## src/rtl/dsp_acc_pkg.sv

```systemverilog
// rtl/dsp_acc_pkg.sv - shared widths, mode bit positions and saturation limits
package dsp_acc_pkg;

   // Default datapath widths
   localparam int DEF_A_W   = 10;
   localparam int DEF_B_W   = 9;
   localparam int DEF_ACC_W = 24;

   // Bit positions of the mode bits inside the configuration word
   localparam int CFG_IN_REG_BIT = 0;
   localparam int CFG_ACC_EN_BIT = 1;
   localparam int CFG_SAT_BIT    = 2;
   localparam int CFG_SR_SET_BIT = 3;
   localparam int CFG_W          = 4;

   // Largest positive value of a w-bit signed number, in a 64-bit container
   function automatic logic [63:0] sat_max(input int w);
      sat_max = (64'd1 << (w - 1)) - 64'd1;
   endfunction

   // Most negative value of a w-bit signed number, in a 64-bit container
   function automatic logic [63:0] sat_min(input int w);
      sat_min = ~sat_max(w);
   endfunction

endpackage

```

## src/rtl/dsp_acc_sat_add.sv

```systemverilog
// rtl/dsp_acc_sat_add.sv - signed accumulator adder with optional saturation
module dsp_acc_sat_add
   import dsp_acc_pkg::*;
#(
   parameter int ACC_W = DEF_ACC_W
) (
   input  logic [ACC_W-1:0] acc,
   input  logic [ACC_W-1:0] addend,
   input  logic             sat_en,
   output logic [ACC_W-1:0] sum,
   output logic             ovf_pulse
);

   localparam logic [63:0]      W_MAX   = sat_max(ACC_W);
   localparam logic [63:0]      W_MIN   = sat_min(ACC_W);
   localparam logic [ACC_W-1:0] SAT_MAX = W_MAX[ACC_W-1:0];
   localparam logic [ACC_W-1:0] SAT_MIN = W_MIN[ACC_W-1:0];

   logic [ACC_W-1:0] w_raw;

   assign w_raw = acc + addend;

   // Overflow: operands share a sign but the wrapped result does not; clamp
   // towards the operands' sign when saturation is enabled
   always_comb begin
      ovf_pulse = (acc[ACC_W-1] == addend[ACC_W-1]) && (w_raw[ACC_W-1] != acc[ACC_W-1]);
      sum       = w_raw;
      if (ovf_pulse && sat_en) begin
         sum = acc[ACC_W-1] ? SAT_MIN : SAT_MAX;
      end
   end

endmodule

```

## src/rtl/dsp_acc_reg_stage.sv

```systemverilog
// rtl/dsp_acc_reg_stage.sv - registered multiply-accumulate stage of the DSP tile
module dsp_acc_reg_stage
   import dsp_acc_pkg::*;
#(
   parameter int A_W   = DEF_A_W,
   parameter int B_W   = DEF_B_W,
   parameter int ACC_W = DEF_ACC_W
) (
   input  logic             clk,
   input  logic             reset,
   input  logic             sr_i,
   input  logic             ce,
   input  logic             in_vld,
   input  logic [A_W-1:0]   a,
   input  logic [B_W-1:0]   b,
   input  logic             cfg_in_reg,
   input  logic             cfg_acc_en,
   input  logic             cfg_sat,
   input  logic             cfg_sr_set,
   output logic [ACC_W-1:0] z,
   output logic             out_vld,
   output logic             ovf
);

   localparam int P_W = A_W + B_W;

   logic [CFG_W-1:0]        w_cfg;
   logic signed [A_W-1:0]   r_a_q;
   logic signed [B_W-1:0]   r_b_q;
   logic                    r_v1;
   logic signed [P_W-1:0]   r_p_q;
   logic                    r_v2;
   logic [ACC_W-1:0]        r_acc_q;
   logic                    r_out_vld;
   logic                    r_ovf;

   logic signed [A_W-1:0]   w_ma;
   logic signed [B_W-1:0]   w_mb;
   logic signed [P_W-1:0]   w_prod;
   logic signed [ACC_W-1:0] w_p_ext;
   logic [ACC_W-1:0]        w_sum;
   logic                    w_ovf_pulse;

   // Static mode bits gathered into the configuration word layout
   assign w_cfg[CFG_IN_REG_BIT] = cfg_in_reg;
   assign w_cfg[CFG_ACC_EN_BIT] = cfg_acc_en;
   assign w_cfg[CFG_SAT_BIT]    = cfg_sat;
   assign w_cfg[CFG_SR_SET_BIT] = cfg_sr_set;

   assign w_ma    = w_cfg[CFG_IN_REG_BIT] ? r_a_q : a;
   assign w_mb    = w_cfg[CFG_IN_REG_BIT] ? r_b_q : b;
   assign w_prod  = P_W'(w_ma) * P_W'(w_mb);
   assign w_p_ext = ACC_W'(r_p_q);

   dsp_acc_sat_add #(
      .ACC_W (ACC_W)
   ) u_sat_add (
      .acc       (r_acc_q),
      .addend    (w_p_ext),
      .sat_en    (w_cfg[CFG_SAT_BIT]),
      .sum       (w_sum),
      .ovf_pulse (w_ovf_pulse)
   );

   // Pipeline registers: reset beats local set/reset, which beats clock enable
   always_ff @(posedge clk) begin
      if (reset || (sr_i && !w_cfg[CFG_SR_SET_BIT])) begin
         r_a_q     <= '0;
         r_b_q     <= '0;
         r_v1      <= 1'b0;
         r_p_q     <= '0;
         r_v2      <= 1'b0;
         r_acc_q   <= '0;
         r_out_vld <= 1'b0;
         r_ovf     <= 1'b0;
      end else if (sr_i) begin
         r_a_q     <= '0;
         r_b_q     <= '0;
         r_v1      <= 1'b0;
         r_p_q     <= '0;
         r_v2      <= 1'b0;
         r_acc_q   <= '1;
         r_out_vld <= 1'b0;
         r_ovf     <= 1'b0;
      end else if (ce) begin
         if (w_cfg[CFG_IN_REG_BIT]) begin
            r_a_q <= a;
            r_b_q <= b;
            r_v1  <= in_vld;
         end
         r_p_q     <= w_prod;
         r_v2      <= w_cfg[CFG_IN_REG_BIT] ? r_v1 : in_vld;
         r_out_vld <= r_v2;
         if (w_cfg[CFG_ACC_EN_BIT]) begin
            r_acc_q <= w_sum;
            r_ovf   <= r_ovf | w_ovf_pulse;
         end else begin
            r_acc_q <= w_p_ext;
         end
      end
   end

   assign z       = r_acc_q;
   assign out_vld = r_out_vld;
   assign ovf     = r_ovf;

endmodule

```

## config.mk

```make
export PLATFORM = sky130hd
export DESIGN_NAME = dsp_acc_reg_stage
export DESIGN_NICKNAME = d
export VERILOG_FILES = /design/src/rtl/dsp_acc_pkg.sv /design/src/rtl/dsp_acc_sat_add.sv /design/src/rtl/dsp_acc_reg_stage.sv
export SDC_FILE = /design/constraint.sdc
export NUM_CORES = 1
export LEC_CHECK = 0
export BUFFER_PORTS_ARGS = -buffer_cell sky130_fd_sc_hd__buf_2
export CAP_MARGIN = 20
export CORE_MARGIN = 4
export CORE_UTILIZATION = 50
export DETAILED_ROUTE_END_ITERATION = 16
export PLACE_DENSITY_LB_ADDON = 0.12
export SLEW_MARGIN = 20
export SYNTH_ARGS = -nofsm -noshare
export SYNTH_HDL_FRONTEND = slang
export SYNTH_HIERARCHICAL = 1
export SYNTH_SLANG_ARGS = --single-unit
```

## constraint.sdc

```tcl
create_clock -name clk -period 14.1 [get_ports clk]
set_clock_uncertainty 0.05 [all_clocks]
set_input_delay 0 -clock clk [delete_from_list [all_inputs] [get_ports clk]]
set_output_delay 0 -clock clk [all_outputs]
set_load 0.01 [all_outputs]
```

==> summary.txt <==
Slew Limit Fails -> 0
Fin cells -> 1,155
Synth area leaders -> fa_1 20%, dfxtp_1 17%, ha_1 10%, nand2_1 6.0%, mux2i_1 6.0%
Mapped Cells -> 913
Mapped Area -> 7630 um2
GPL Wtd Cong -> 0.851
CP cell instances -> buf_2 -> mux2i_1 -> inv_1 -> nand2_1 -> fa_1 -> fa_1 -> fa_1 -> fa_1 -> inv_1 -> fa_1 -> ha_1 -> o21ai_0 -> o211ai_1 -> and3_1 -> a21boi_0 -> xor2_1 -> o21ai_0
Post-synthesis sequential area ratio -> 17.3%
Flop2flop setup slack -> 8760 ps
Leakage power -> 4.07 nW
Most used cell, CP -> fa_1
EDFF count, synth -> 0
Cell area after layout -> 8510 um2
Initial Util -> 51.7%
Antenna Cells -> 0
Ports -> 54
# DRC -> 0
Power Total -> 813 uW
Critical Path End -> r_p_q[14]$_SDFFE_PP0P_
Final-stage net count -> 1,135
Vias per Instance -> 5.41
CP bufs+invs -> 3
Crit end category -> flop
Yosys reg bits -> 66
Fmax -> 185 MHz
Number of detailed-route iterations in the first pass -> 4
WS Path Type -> input pin to flop
CTS Buf Count -> 9
Yosys cell types -> 67
Vias in the first global route -> 6,138
Vias -> 6,245
Avg WL per Cell -> 15.1 um
Outcome -> completed
Layout area overhead -> 11.4%
Final hold vios -> 0
Worst Hold Class -> input pin to flop
Commonest non-fill, non-tap cells in the layout -> 123 x nand2_1, 113 x nor2_1, 97 x inv_1
Clock Tree Root -> clkbuf_16
Post-synth top area share -> 20.5%
Die Wd -> 132 um
Worst VDD drop -> 0.0000609 V
Asr flop ratio synth -> 0%
Avg Cell Area, Syn -> 8.36 um2
Detailed placement HPWL -> 13.5 mm
Maxcap violations -> 0
GRT Residual Overflow -> 0
Setup Buffers After CTS -> 0
Initial DRC Count -> 299
Slew headroom -> 38.1%
Synth area leader -> fa_1
Syn Nets -> 1,082
CTS Sinks -> 66
Syn. warnings -> 6
Family with the most delay on the worst path -> adder cells
Pwr per Cell Area -> 95.5 nW/um2
Top_reg_cell synth -> dfxtp_1
Largest net degree at the start of global routing -> 43
WL final -> 17.4 mm
Post-DRT Antenna Nets -> 0
Die Y -> 132 um
CTS tree -> yes
# H-tree levels -> 3
Setup TNS -> 0 ps
Setup crit start kind -> input pin
CP max FO -> 30
Clk_lat worst skew -> 340 ps
Port Buffers -> 53
RSZ-0062 raised after global routing -> false
Critical path origin -> cfg_in_reg
Final Util -> 57.6%
Worst path depth -> 17
Length in cells of the worst reg-to-reg path -> 16
Final Critical Period -> 5390 ps
Global-route wire length before repair -> 30.1 mm
Initial antenna violation count -> 0
FF-to-FF End -> r_p_q[14]$_SDFFE_PP0P_
Final Setup Violations -> 0
Die footprint -> 17,300 um2
Req. time, crit path -> 14,320 ps
CTS clk-pin slew, worst paths -> 50 ps
Row cnt -> 44
Commonest non-fill, non-tap cell in the layout -> nand2_1
Worst-Margin Slew -> 902 ps
Max incr delay on CP -> 710 ps
Share of cells above drive strength 1 -> 11.8%
CTS Buffer Depth -> 2
Placement Cell Area -> 7970 um2
R2r startpoint -> r_b_q[8]$_SDFFE_PP0P_
Total core area -> 14,800 um2
Max stage delay cell, worst path -> mux2i_1
All-layer global routing usage -> 20.9%
Data arrival, critical path -> 5610 ps
Fin crit share -> 38.2%
Cells after DPL -> 1,118
-- power breakdown --
group | switching [mW] | total [mW] | internal, mW | leakage [nW]
clock | 0.0919 | 0.252 | 0.160 | 0.155
sequential | 0.0120 | 0.211 | 0.199 | 0.540
combinational | 0.199 | 0.350 | 0.151 | 3.38
total | 0.303 | 0.813 | 0.510 | 4.07
-- cells in the mapped netlist (5+ instances only) --
library cell and number:
nor2_1 113, xnor2_1 24, o211ai_1 6, buf_2 6, nand3_1 8, a21o_1 13
fa_1 78, mux2i_1 46, and3_1 6, clkbuf_1 18, o31ai_1 6, a211oi_1 28
mux2_2 14, xor2_1 7, a21oi_1 55, dfxtp_1 66, nand2_1 123, o21ai_2 10
ha_1 63, o21ai_0 39, and2_1 5, inv_1 97, nor2b_1 8, nand2b_1 7
o21a_1 5
-- worst register-to-register path: cells and delay by family (launching register included) --
family	cells	cell delay (ps)
and+or+nand+nor	2	420
adders and majority gates	6	2790
muxes	1	590
DFF	1	310
buffers and inverters	2	300
xor gates and xnor gates	1	150
AOI/OAI and AO/OA	4	670
-- registers in the layout, indices dropped and copies added, names as in the netlist --
name / count
ovf: 1
r_v1: 1
r_a_q: 10
r_b_q: 9
r_p_q: 19
z: 24
out_vld: 1
r_v2: 1
-- per-layer routing --
metal / GRT usage [%] / part of all wire, %
met1: 27.5 / 47
met2: 36.1 / 49
met3: 3.06 / 2.7
met4: 5.78 / 1.4
met5: 0 / 0
-- metrics by stage --
stage / setup slack, ps / hold slack, ps
after floorplan: 9140 / 86.0
after global placement: 8450 / 205
after detailed placement: 8360 / 208
after CTS: 8710 / 72.4
after global routing: 8270 / 97.0
final: 8710 / 80.7
-- cell families after synthesis --
logic type | Yosys count | synth area share [%]
adder cells (fa/ha/maj) | 141 | 30.8
buffers and inverters | 131 | 7.02
AO/OA/AOI/OAI | 195 | 17.1
XOR/XNOR | 31 | 3.56
multiplexers | 60 | 8.10
AND/OR/NAND/NOR | 289 | 16.1
flip-flops | 66 | 17.3
-- area by class of cell --
cell class / instances / area (um2)
Inverter: 98 / 368
Timing Repair Buffer: 75 / 483
Multi-Input combinational cell: 716 / 5780
Tap cell: 184 / 230
Fill cell: 1364 / 6250
Sequential cell: 66 / 1320
Clock buffer: 10 / 239
Clock inverter: 6 / 88.8
-- repair_timing --
action,in CTS,in global routing
hold buffers,21,0
resized for setup,0,0
endpoints found under the hold margin,22,0
-- how the worst min path moves through the flow --
| stage | end | startpoint | cells after the start |
|---|---|---|---|
| final | z[23]$_SDFFE_PP0P_ | cfg_sr_set | 5 |
| after global routing | z[23]$_SDFFE_PP0P_ | cfg_sr_set | 5 |
| after CTS | z[23]$_SDFFE_PP0P_ | cfg_sr_set | 5 |
| after detailed placement | r_b_q[7]$_SDFFE_PP0P_ | b[7] | 3 |
| after global placement | r_a_q[7]$_SDFFE_PP0P_ | a[7] | 3 |
| after floorplan | r_a_q[2]$_SDFFE_PP0P_ | a[2] | 2 |
(Power assumes the default switching activity.)
